$ cat config.mk
export PLATFORM = sky130hd
export DESIGN_NAME = adder_result_fifo
export DESIGN_NICKNAME = d
export VERILOG_FILES = /design/src/rtl/adder_pkg.sv /design/src/rtl/sync_fifo.sv /design/src/rtl/adder_result_fifo.sv
export SDC_FILE = /design/constraint.sdc
export NUM_CORES = 1
export LEC_CHECK = 0
export ABC_AREA = 1
export CAP_MARGIN = 20
export CORE_AREA = 2 2 121 123
export DETAILED_ROUTE_END_ITERATION = 8
export DIE_AREA = 0 0 123 125
export HOLD_SLACK_MARGIN = 0.12
export MAX_ROUTING_LAYER = met4
export PLACE_DENSITY = 0.74
export RECOVER_POWER = 50
export SKIP_LAST_GASP = 1
export SLEW_MARGIN = 40
export SYNTH_ARGS = -nofsm -noshare
export SYNTH_HDL_FRONTEND = slang
export SYNTH_SLANG_ARGS = --single-unit
$ cat constraint.sdc
create_clock -name Clk -period 2.6 [get_ports Clk]
set_clock_uncertainty 0.1 [all_clocks]
set_input_delay 0.52 -clock Clk [delete_from_list [all_inputs] [get_ports Clk]]
set_output_delay 0.52 -clock Clk [all_outputs]
set_load 0.01 [all_outputs]
$ cat src/rtl/adder_pkg.sv
// rtl/adder_pkg.sv - shared constants for the CLA adder datapath and its result FIFO
// Purpose: adder width, signed saturation limits and result-entry bit layout.
// Ports: none (package).
package adder_pkg;

    localparam int ADD_WIDTH = 32;

    localparam logic [ADD_WIDTH-1:0] SAT_POS_MAX = 32'h7FFF_FFFF;
    localparam logic [ADD_WIDTH-1:0] SAT_NEG_MIN = 32'h8000_0000;

    // Entry layout: {overflow, cout, sum}
    localparam int COUT_BIT = ADD_WIDTH;
    localparam int OVF_BIT  = ADD_WIDTH + 1;

endpackage

$ cat src/rtl/sync_fifo.sv
// rtl/sync_fifo.sv - generic synchronous FIFO with flush and masked read data
// Purpose: DEPTH-entry FIFO, no fall-through, flush has priority over push/pop.
// Ports:
//   clk_i, rst_ni       clock, asynchronous active-low reset
//   push_i, pop_i       requests; ignored when full / empty respectively
//   flush_i             synchronous clear of pointers and count
//   wdata_i             entry written on push
//   rdata_o             head entry, forced to 0 when empty
//   count_o             occupancy, full_o / empty_o decoded from it
module sync_fifo #(
    parameter int WIDTH = 34,
    parameter int DEPTH = 4
) (
    input  logic                     clk_i,
    input  logic                     rst_ni,
    input  logic                     push_i,
    input  logic                     pop_i,
    input  logic                     flush_i,
    input  logic [WIDTH-1:0]         wdata_i,
    output logic [WIDTH-1:0]         rdata_o,
    output logic [$clog2(DEPTH):0]   count_o,
    output logic                     full_o,
    output logic                     empty_o
);

    localparam int PW = $clog2(DEPTH);
    localparam int CW = PW + 1;

    logic [WIDTH-1:0] mem_q [DEPTH];
    logic [PW-1:0]    wr_ptr_q, wr_ptr_d;
    logic [PW-1:0]    rd_ptr_q, rd_ptr_d;
    logic [CW-1:0]    count_q, count_d;
    logic             do_push, do_pop;

    assign full_o  = (count_q == CW'(DEPTH));
    assign empty_o = (count_q == '0);

    // A full FIFO refuses pushes even when a pop happens the same cycle.
    assign do_push = push_i & ~full_o & ~flush_i;
    assign do_pop  = pop_i & ~empty_o & ~flush_i;

    always_comb begin
        wr_ptr_d = wr_ptr_q;
        rd_ptr_d = rd_ptr_q;
        count_d  = count_q;
        if (flush_i) begin
            wr_ptr_d = '0;
            rd_ptr_d = '0;
            count_d  = '0;
        end else begin
            // Power-of-two depth lets the pointers wrap by natural overflow.
            if (do_push) wr_ptr_d = wr_ptr_q + 1'b1;
            if (do_pop)  rd_ptr_d = rd_ptr_q + 1'b1;
            case ({do_push, do_pop})
                2'b10:   count_d = count_q + 1'b1;
                2'b01:   count_d = count_q - 1'b1;
                default: count_d = count_q;
            endcase
        end
    end

    always_ff @(posedge clk_i or negedge rst_ni) begin
        if (!rst_ni) begin
            wr_ptr_q <= '0;
            rd_ptr_q <= '0;
            count_q  <= '0;
        end else begin
            wr_ptr_q <= wr_ptr_d;
            rd_ptr_q <= rd_ptr_d;
            count_q  <= count_d;
        end
    end

    // Storage needs no reset: nothing is visible until count says so.
    always_ff @(posedge clk_i) begin
        if (do_push) mem_q[wr_ptr_q] <= wdata_i;
    end

    assign rdata_o = empty_o ? '0 : mem_q[rd_ptr_q];
    assign count_o = count_q;

endmodule

$ cat src/rtl/adder_result_fifo.sv
// rtl/adder_result_fifo.sv - buffers CLA adder results behind a valid/ready handshake
// Purpose: queues {overflow, cout, S} per accepted result and keeps a saturating
//   count of overflowed results. Optional macro ADDER_RESULT_SATURATE_EN clamps
//   the stored sum to the signed limit on overflow.
// Ports:
//   Clk, Rst_n                       clock, asynchronous active-low reset
//   in_valid/in_ready, S/cout/overflow   upstream result handshake and payload
//   flush                            synchronous clear of queued entries
//   out_valid/out_ready              downstream handshake
//   out_sum/out_cout/out_ovf         head entry, 0 when empty
//   count                            occupancy
//   ovf_count                        saturating count of accepted overflow results
module adder_result_fifo
    import adder_pkg::*;
#(
    parameter int WIDTH = ADD_WIDTH,
    parameter int DEPTH = 4,
    parameter int CNT_W = 16
) (
    input  logic                     Clk,
    input  logic                     Rst_n,
    input  logic                     in_valid,
    output logic                     in_ready,
    input  logic [WIDTH-1:0]         S,
    input  logic                     cout,
    input  logic                     overflow,
    input  logic                     flush,
    output logic                     out_valid,
    input  logic                     out_ready,
    output logic [WIDTH-1:0]         out_sum,
    output logic                     out_cout,
    output logic                     out_ovf,
    output logic [$clog2(DEPTH):0]   count,
    output logic [CNT_W-1:0]         ovf_count
);

    localparam int ENTRY_W  = WIDTH + 2;
    localparam int COUT_POS = WIDTH + (COUT_BIT - ADD_WIDTH);
    localparam int OVF_POS  = WIDTH + (OVF_BIT - ADD_WIDTH);

    logic               push, pop;
    logic               full, empty;
    logic [WIDTH-1:0]   sum_store;
    logic [ENTRY_W-1:0] wdata, rdata;
    logic [CNT_W-1:0]   ovf_count_q, ovf_count_d;

    // Handshakes depend only on the registered count.
    assign in_ready  = ~full;
    assign out_valid = ~empty;
    assign push      = in_valid & in_ready;
    assign pop       = out_valid & out_ready;

`ifdef ADDER_RESULT_SATURATE_EN
    localparam logic [WIDTH-1:0] SAT_POS = {1'b0, {(WIDTH-1){1'b1}}};
    localparam logic [WIDTH-1:0] SAT_NEG = {1'b1, {(WIDTH-1){1'b0}}};

    // A set sign bit on overflow means two positives wrapped negative.
    assign sum_store = overflow ? (S[WIDTH-1] ? SAT_POS : SAT_NEG) : S;
`else
    assign sum_store = S;
`endif

    always_comb begin
        wdata               = '0;
        wdata[WIDTH-1:0]    = sum_store;
        wdata[COUT_POS]     = cout;
        wdata[OVF_POS]      = overflow;
    end

    sync_fifo #(
        .WIDTH (ENTRY_W),
        .DEPTH (DEPTH)
    ) u_fifo (
        .clk_i   (Clk),
        .rst_ni  (Rst_n),
        .push_i  (push),
        .pop_i   (pop),
        .flush_i (flush),
        .wdata_i (wdata),
        .rdata_o (rdata),
        .count_o (count),
        .full_o  (full),
        .empty_o (empty)
    );

    assign out_sum  = rdata[WIDTH-1:0];
    assign out_cout = rdata[COUT_POS];
    assign out_ovf  = rdata[OVF_POS];

    // A push dropped by flush must not be counted.
    always_comb begin
        ovf_count_d = ovf_count_q;
        if (push && !flush && overflow && !(&ovf_count_q))
            ovf_count_d = ovf_count_q + CNT_W'(1);
    end

    always_ff @(posedge Clk or negedge Rst_n) begin
        if (!Rst_n) ovf_count_q <= '0;
        else        ovf_count_q <= ovf_count_d;
    end

    assign ovf_count = ovf_count_q;

endmodule

### Word-level counts from Yosys, hierarchy flattened

Memory sizes are Yosys's and may differ from the RTL's.
Cells that the tools add are included.

* register bits after elaboration: 23
* bits in writable memories: 136
* input bits: 39
* logic and storage cells: 41
* memories: 1

Memory list
* u_fifo.mem_q: depth 4, bits a word 34, read ports 1, clocked after Yosys merged registers in 0, wr ports 1, RTL line sync_fifo.sv:29 `logic [WIDTH-1:0] mem_q [DEPTH];`

* add/sub/neg operators: 5
* equal/unequal tests: 3
* muxes and demuxes: 9
* bitwise operators: 9
* reduce and logical (&&, ||, !) cells: 10

Operators by type and width (number)
* two-way mux 34 bit: 1
* adder 16 x 1 -> 16 bit, second input constant: 1
* AND reduction 16 bit: 1
* two-way mux 2 bit: 4
* bitwise AND 1 bit: 6
* one-hot mux 3 bit (2 select lines): 1
* adder 2 x 1 -> 2 bit, second input constant: 2
* nonzero test 2 bit: 2
* adder 3 x 1 -> 3 bit, second input constant: 1
* equality test 3 bit, second input constant: 1
* logical AND 1 bit: 3
* logical NOT 3 bit: 1
* two-way mux 3 bit: 1
* NOT 1 bit: 3
* nonzero test 3 bit: 1
* subtractor 3 x 1 -> 3 bit, second input constant: 1
* equality test 2 x 1 -> 1 bit, second input constant: 1
* equality test 2 bit, second input constant: 1
* logical NOT 1 bit: 2
* two-way mux 1 bit: 2

### Logic depth before layout (Yosys ltp)

* word-level depth: 8
* gate-level depth with buffers: 11

### Cells and area by module

A second synthesis with hierarchy kept.

* cell total of the unflattened synthesis: 629
* area total of the unflattened synthesis: 6845.3 um^2

By module, submodules not included
* sync_fifo: instances 1, cells an instance 466, area each 5768.0 um^2, sequential area each 4259.1 um^2
* adder_result_fifo: instances 1, cells an instance 163, area each 1077.3 um^2, sequential area each 400.4 um^2

### Worst setup path before layout

No wires, ideal clock.

* path kind: register to register
* start: register u_fifo.count_q[0] (netlist: u_fifo.count_o[0])
* end: memory u_fifo.mem_q[0][0], enable pin
* setup time: 0.425 ns
* arrival: 2.404 ns
* data required time: 2.075 ns
* path slack: -0.329 ns
* cell stages (with the launch flop): 7
* path buffers: 0
* path through: dfrtp_1 nor2_1 nand2_2 nand2_4 nor2_8 inv_1 nor2_1

* cells in the longest elaborated chain, start to end: 7

Ends and longest elaborated chain
* start: declaration: RTL line sync_fifo.sv:32 `logic [CW-1:0] count_q, count_d;`
* start signal: assignment: RTL line sync_fifo.sv:70 `count_q <= count_d;`
* equality test 3 bit (*): RTL line sync_fifo.sv:35 `assign full_o = (count_q == CW'(DEPTH));`
* NOT 1 bit (*): RTL line adder_result_fifo.sv:48 `assign in_ready = ~full;`
* net in_ready: RTL line adder_result_fifo.sv:23 `output logic in_ready,`
* bitwise AND 1 bit: RTL line adder_result_fifo.sv:50 `assign push = in_valid & in_ready;`
* bitwise AND 1 bit (*) (2 in series): RTL line sync_fifo.sv:39 `assign do_push = push_i & ~full_o & ~flush_i;`
* two-way mux 1 bit (*): RTL line sync_fifo.sv:76 `if (do_push) mem_q[wr_ptr_q] <= wdata_i;`
* two-way mux 1 bit (implied by the code) (*): RTL line sync_fifo.sv:76
* end: declaration: RTL line sync_fifo.sv:29

The timed path passes the listed nets; every way through them passes the cells marked *.

### Worst setup path in the final report

* start: register u_fifo.rd_ptr_q[0]
* end: output out_sum[31]

* cells in the longest elaborated chain, start to end: 2

Ends and longest elaborated chain
* start: declaration: RTL line sync_fifo.sv:31 `logic [PW-1:0] rd_ptr_q, rd_ptr_d;`
* start signal: assignment: RTL line sync_fifo.sv:69 `rd_ptr_q <= rd_ptr_d;`
* memory read (4 x 34 bit)
* two-way mux 34 bit: RTL line sync_fifo.sv:79 `assign rdata_o = empty_o ? '0 : mem_q[rd_ptr_q];`
* end: declaration: RTL line adder_result_fifo.sv:30 `output logic [WIDTH-1:0] out_sum,`

Every way passes these cells.

==> summary.md <==
| Metric | Value |
|---|---|
| Status | `completed` |
| Row count | `44` |
| CP Capture Type | `output pin` |
| Root buffer cell | `clkbuf_16` |
| Synth top area cells | `edfxtp_1 61%, nor2_1 8.6%, dfrtp_1 8.5%` |
| Met3 routed WL | `962 µm` |
| Mapped Cells | `roughly 600` |
| Fin crit share | `99.8%` |
| CP required | `between 1.5 and 2 ns` |
| Clock latency on the worst-skew pair | `roughly 0.42 ns` |
| Syn. warnings | `0` |
| DRT iter0 DRCs | `roughly 530` |
| Vias in the first global route | `4716` |
| Fin crit period | `~2.6 ns` |
| Tightest Pin Transition | `approximately 1.3 ns` |
| DRC errors left | `0` |
| Final setup vio count | `0` |
| Top metal layer carrying routed signals | `met4` |
| Crit path kind | `flop to output pin` |
| Largest net degree at the start of global routing | `40` |
| Net count of the finished layout | `765` |
| RSZ-0062 raised after global routing | `true` |
| Total power | `around 7.7 mW` |
| Synth top area share | `between 60% and 70%` |
| Yosys reg bits | `between 150 and 200` |
| Max Slew Vio Count | `0` |
| Gr ovfl total | `0` |
| Power per Cell Area | `about 870 nW/µm²` |
| Initial antenna violation count | `2` |
| Die H | `between 100 and 150 µm` |
| H-tree Lvls | `4` |
| Final TNS setup | `0 ns` |
| DR WL/cell | `approximately 17 µm` |
| First drt pass iteration count | `5` |
| TritonCTS clock tree | `built` |
| Main synth FF type | `edfxtp_1` |
| Area Overhead vs Synth | `30.6%` |
| Crit Reg-Reg Startpoint | `u_fifo.count_o[2]$_DFFE_PN0P_` |
| Asr flop ratio synth | `roughly 14%` |
| Top-count cell post-synth | `nor2_1` |
| Worst Hold Launch | `u_fifo.count_o[2]$_DFFE_PN0P_` |
| Max-cap check violation count | `0` |
| Static Leak | `3.75 nW` |
| Synth Area per Inst | `between 10 and 15 µm²` |
| R2R depth | `7` |
| HPWL Detailed | `a little over 9 mm` |
| Hold Path Sink | `u_fifo.count_o[2]$_DFFE_PN0P_` |
| Via Count | `about 4800` |
| Netlist Area Pre-Place | `6740 µm²` |
| Die area | `15400 µm²` |
| Synthesized net count | `around 650` |
| Reg2reg setup slack | `roughly 0.20 ns` |
| Initial Util | `47.5%` |
| Seq/Total Area, Yosys | `roughly 69%` |
| Met2 routed WL | `about 7.7 mm` |
| Die Wd | `123 µm` |
| Crit path launch type | `flop` |
| CP Data Arrival Time | `just under 2 ns` |
| Post-synth EDFFs | `136` |
| Cell accounting for the most synthesized area | `edfxtp_1` |
| Port buffer count | `93` |
| Clock tree sinks | `~160` |
| Post-placement cell count | `between 800 and 900` |
| Slew headroom | `approximately 15%` |
| Placer Congestion | `0.811` |
| VDD IR max | `0.661 mV` |
| Global-route wire length before repair | `23.1 mm` |
| Maximum clock rate | `about 0.39 GHz` |
| CORE AREA | `14200 µm²` |
| I/O pin total | `94` |
| Cts bufs inserted | `17` |
| Netlist cell types | `28` |
| Clk pin slew, worst setup/hold paths | `0.06 ns` |
| Min-Delay Path Class | `flop to flop` |
| Vias per cell | `5.21` |
| CTS max path bufs | `2` |
| Met1 WL | `roughly 6.5 mm` |
| Synth cell count leaders | `155 x nor2_1, 136 x edfxtp_1, 94 x nand2_1, 73 x o21ai_0, 38 x a21oi_1` |
| Hold Fails Final Rpt | `0` |
| Worst-path maximum fanout | `19` |
| Final wirelength | `around 15 mm` |
| Antenna Nets Post-Route | `0` |
| Layout cells sized above 1 | `under 10%` |
| Hold slack | `between 0.4 and 0.5 ns` |
| Reg2reg end | `u_fifo.mem_q[3][18]$_DFFE_PP_` |
| Hold path cells | `2` |
| Global-route usage over all layers | `20.4%` |
| Critical Path Start | `u_fifo.rd_ptr_q[0]$_DFFE_PN0P_` |
| Non-Filler Instances | `~920` |
-- sequential cells by signal, summed over array words and instances (netlist names) --
register and cells:
u_fifo.mem_q 136, ovf_count 16, u_fifo.count_o 3, u_fifo.rd_ptr_q 2, u_fifo.wr_ptr_q 2
-- kinds of logic (layout without fill, tap and decap cells) --
kind of cell,Yosys count,in the layout,synth area share [%]
AND/OR/NAND/NOR,271,271,16.6
flip-flops,159,159,69.1
AO/OA/AOI/OAI,112,112,8.48
buffers and inverters,50,174,3.12
XOR/XNOR,11,11,1.43
adder cells (fa/ha/maj),6,6,1.22
other,0,2,0
-- what timing repair did --
item | in CTS | in global routing
setup endpoints to repair | 34 | 33
setup buffers | 1 | 3
gates resized for setup | 9 | 35
gates cloned | 0 | 3
hold buffers | 0 | 0
pin swaps | 1 | 1
-- cells in the final DEF (no fill, tap or decap), types with 11 or more instances in the layout --
| cell | n |
|---|---|
| a21oi_1 | 38 |
| buf_4 | 11 |
| clkbuf_16 | 20 |
| clkdlybuf4s50_1 | 23 |
| dfrtp_1 | 21 |
| dlygate4sd3_1 | 36 |
| dlymetal6s2s_1 | 32 |
| edfxtp_1 | 136 |
| inv_1 | 18 |
| nand2_1 | 96 |
| nor2_1 | 151 |
| o21ai_0 | 71 |
-- area by class of cell --
type	count	area [µm²]
fill	1108	5400
multi-input combinational	400	1870
clock buffer	21	470
timing repair buffer	120	1370
tap	184	230
inverter	22	82.6
antenna	2	5.00
clock inverter	11	115
sequential	159	4660
-- metal layers --
layer	vias to the layer above	GRT usage, %
li1	2302	-
met1	2292	25.6
met2	182	32.5
met3	14	5.61
met4	0	6.22
met5	-	-
-- power by group --
part	internal (mW)	switching, mW	total [mW]
logic	1.04	1.23	2.27
clock network	1.48	0.931	2.41
registers	2.92	0.0876	3.01
total	5.44	2.25	7.68
-- worst max path at each step --
stage	slack (ns)	endpoint	depth (start not counted)
global placement	0.17	u_fifo.count_o[2]$_DFFE_PN0P_	10
finish	0.005	out_sum[31]	6
CTS	-0.22	out_sum[10]	6
detailed placement	0.06	u_fifo.count_o[2]$_DFFE_PN0P_	10
floorplan	-0.33	u_fifo.mem_q[0][0]$_DFFE_PP_	6
global route	-0.03	out_sum[31]	6
-- critical path, cell delays in order (launching register included) --
cell and delay [ns]:
dfrtp_2 0.41, buf_12 0.15, inv_2 0.13, clkbuf_16 0.21
o21ai_0 0.14, a21oi_1 0.19, dlygate4sd2_1 0.31
-- per-stage QoR --
| stage | utilization, % | instance area [µm²] | setup slack [ns] |
|---|---|---|---|
| finish | 62.0 | 8800 | 0.00481 |
| global route | 62.0 | 8800 | -0.0278 |
| CTS | 61.0 | 8670 | -0.221 |
| detailed placement | 56.7 | 8060 | 0.0574 |
| global placement | 56.7 | 8060 | 0.167 |
| floorplan | - | 6740 | -0.329 |
Power figures use the tool's default switching activity.
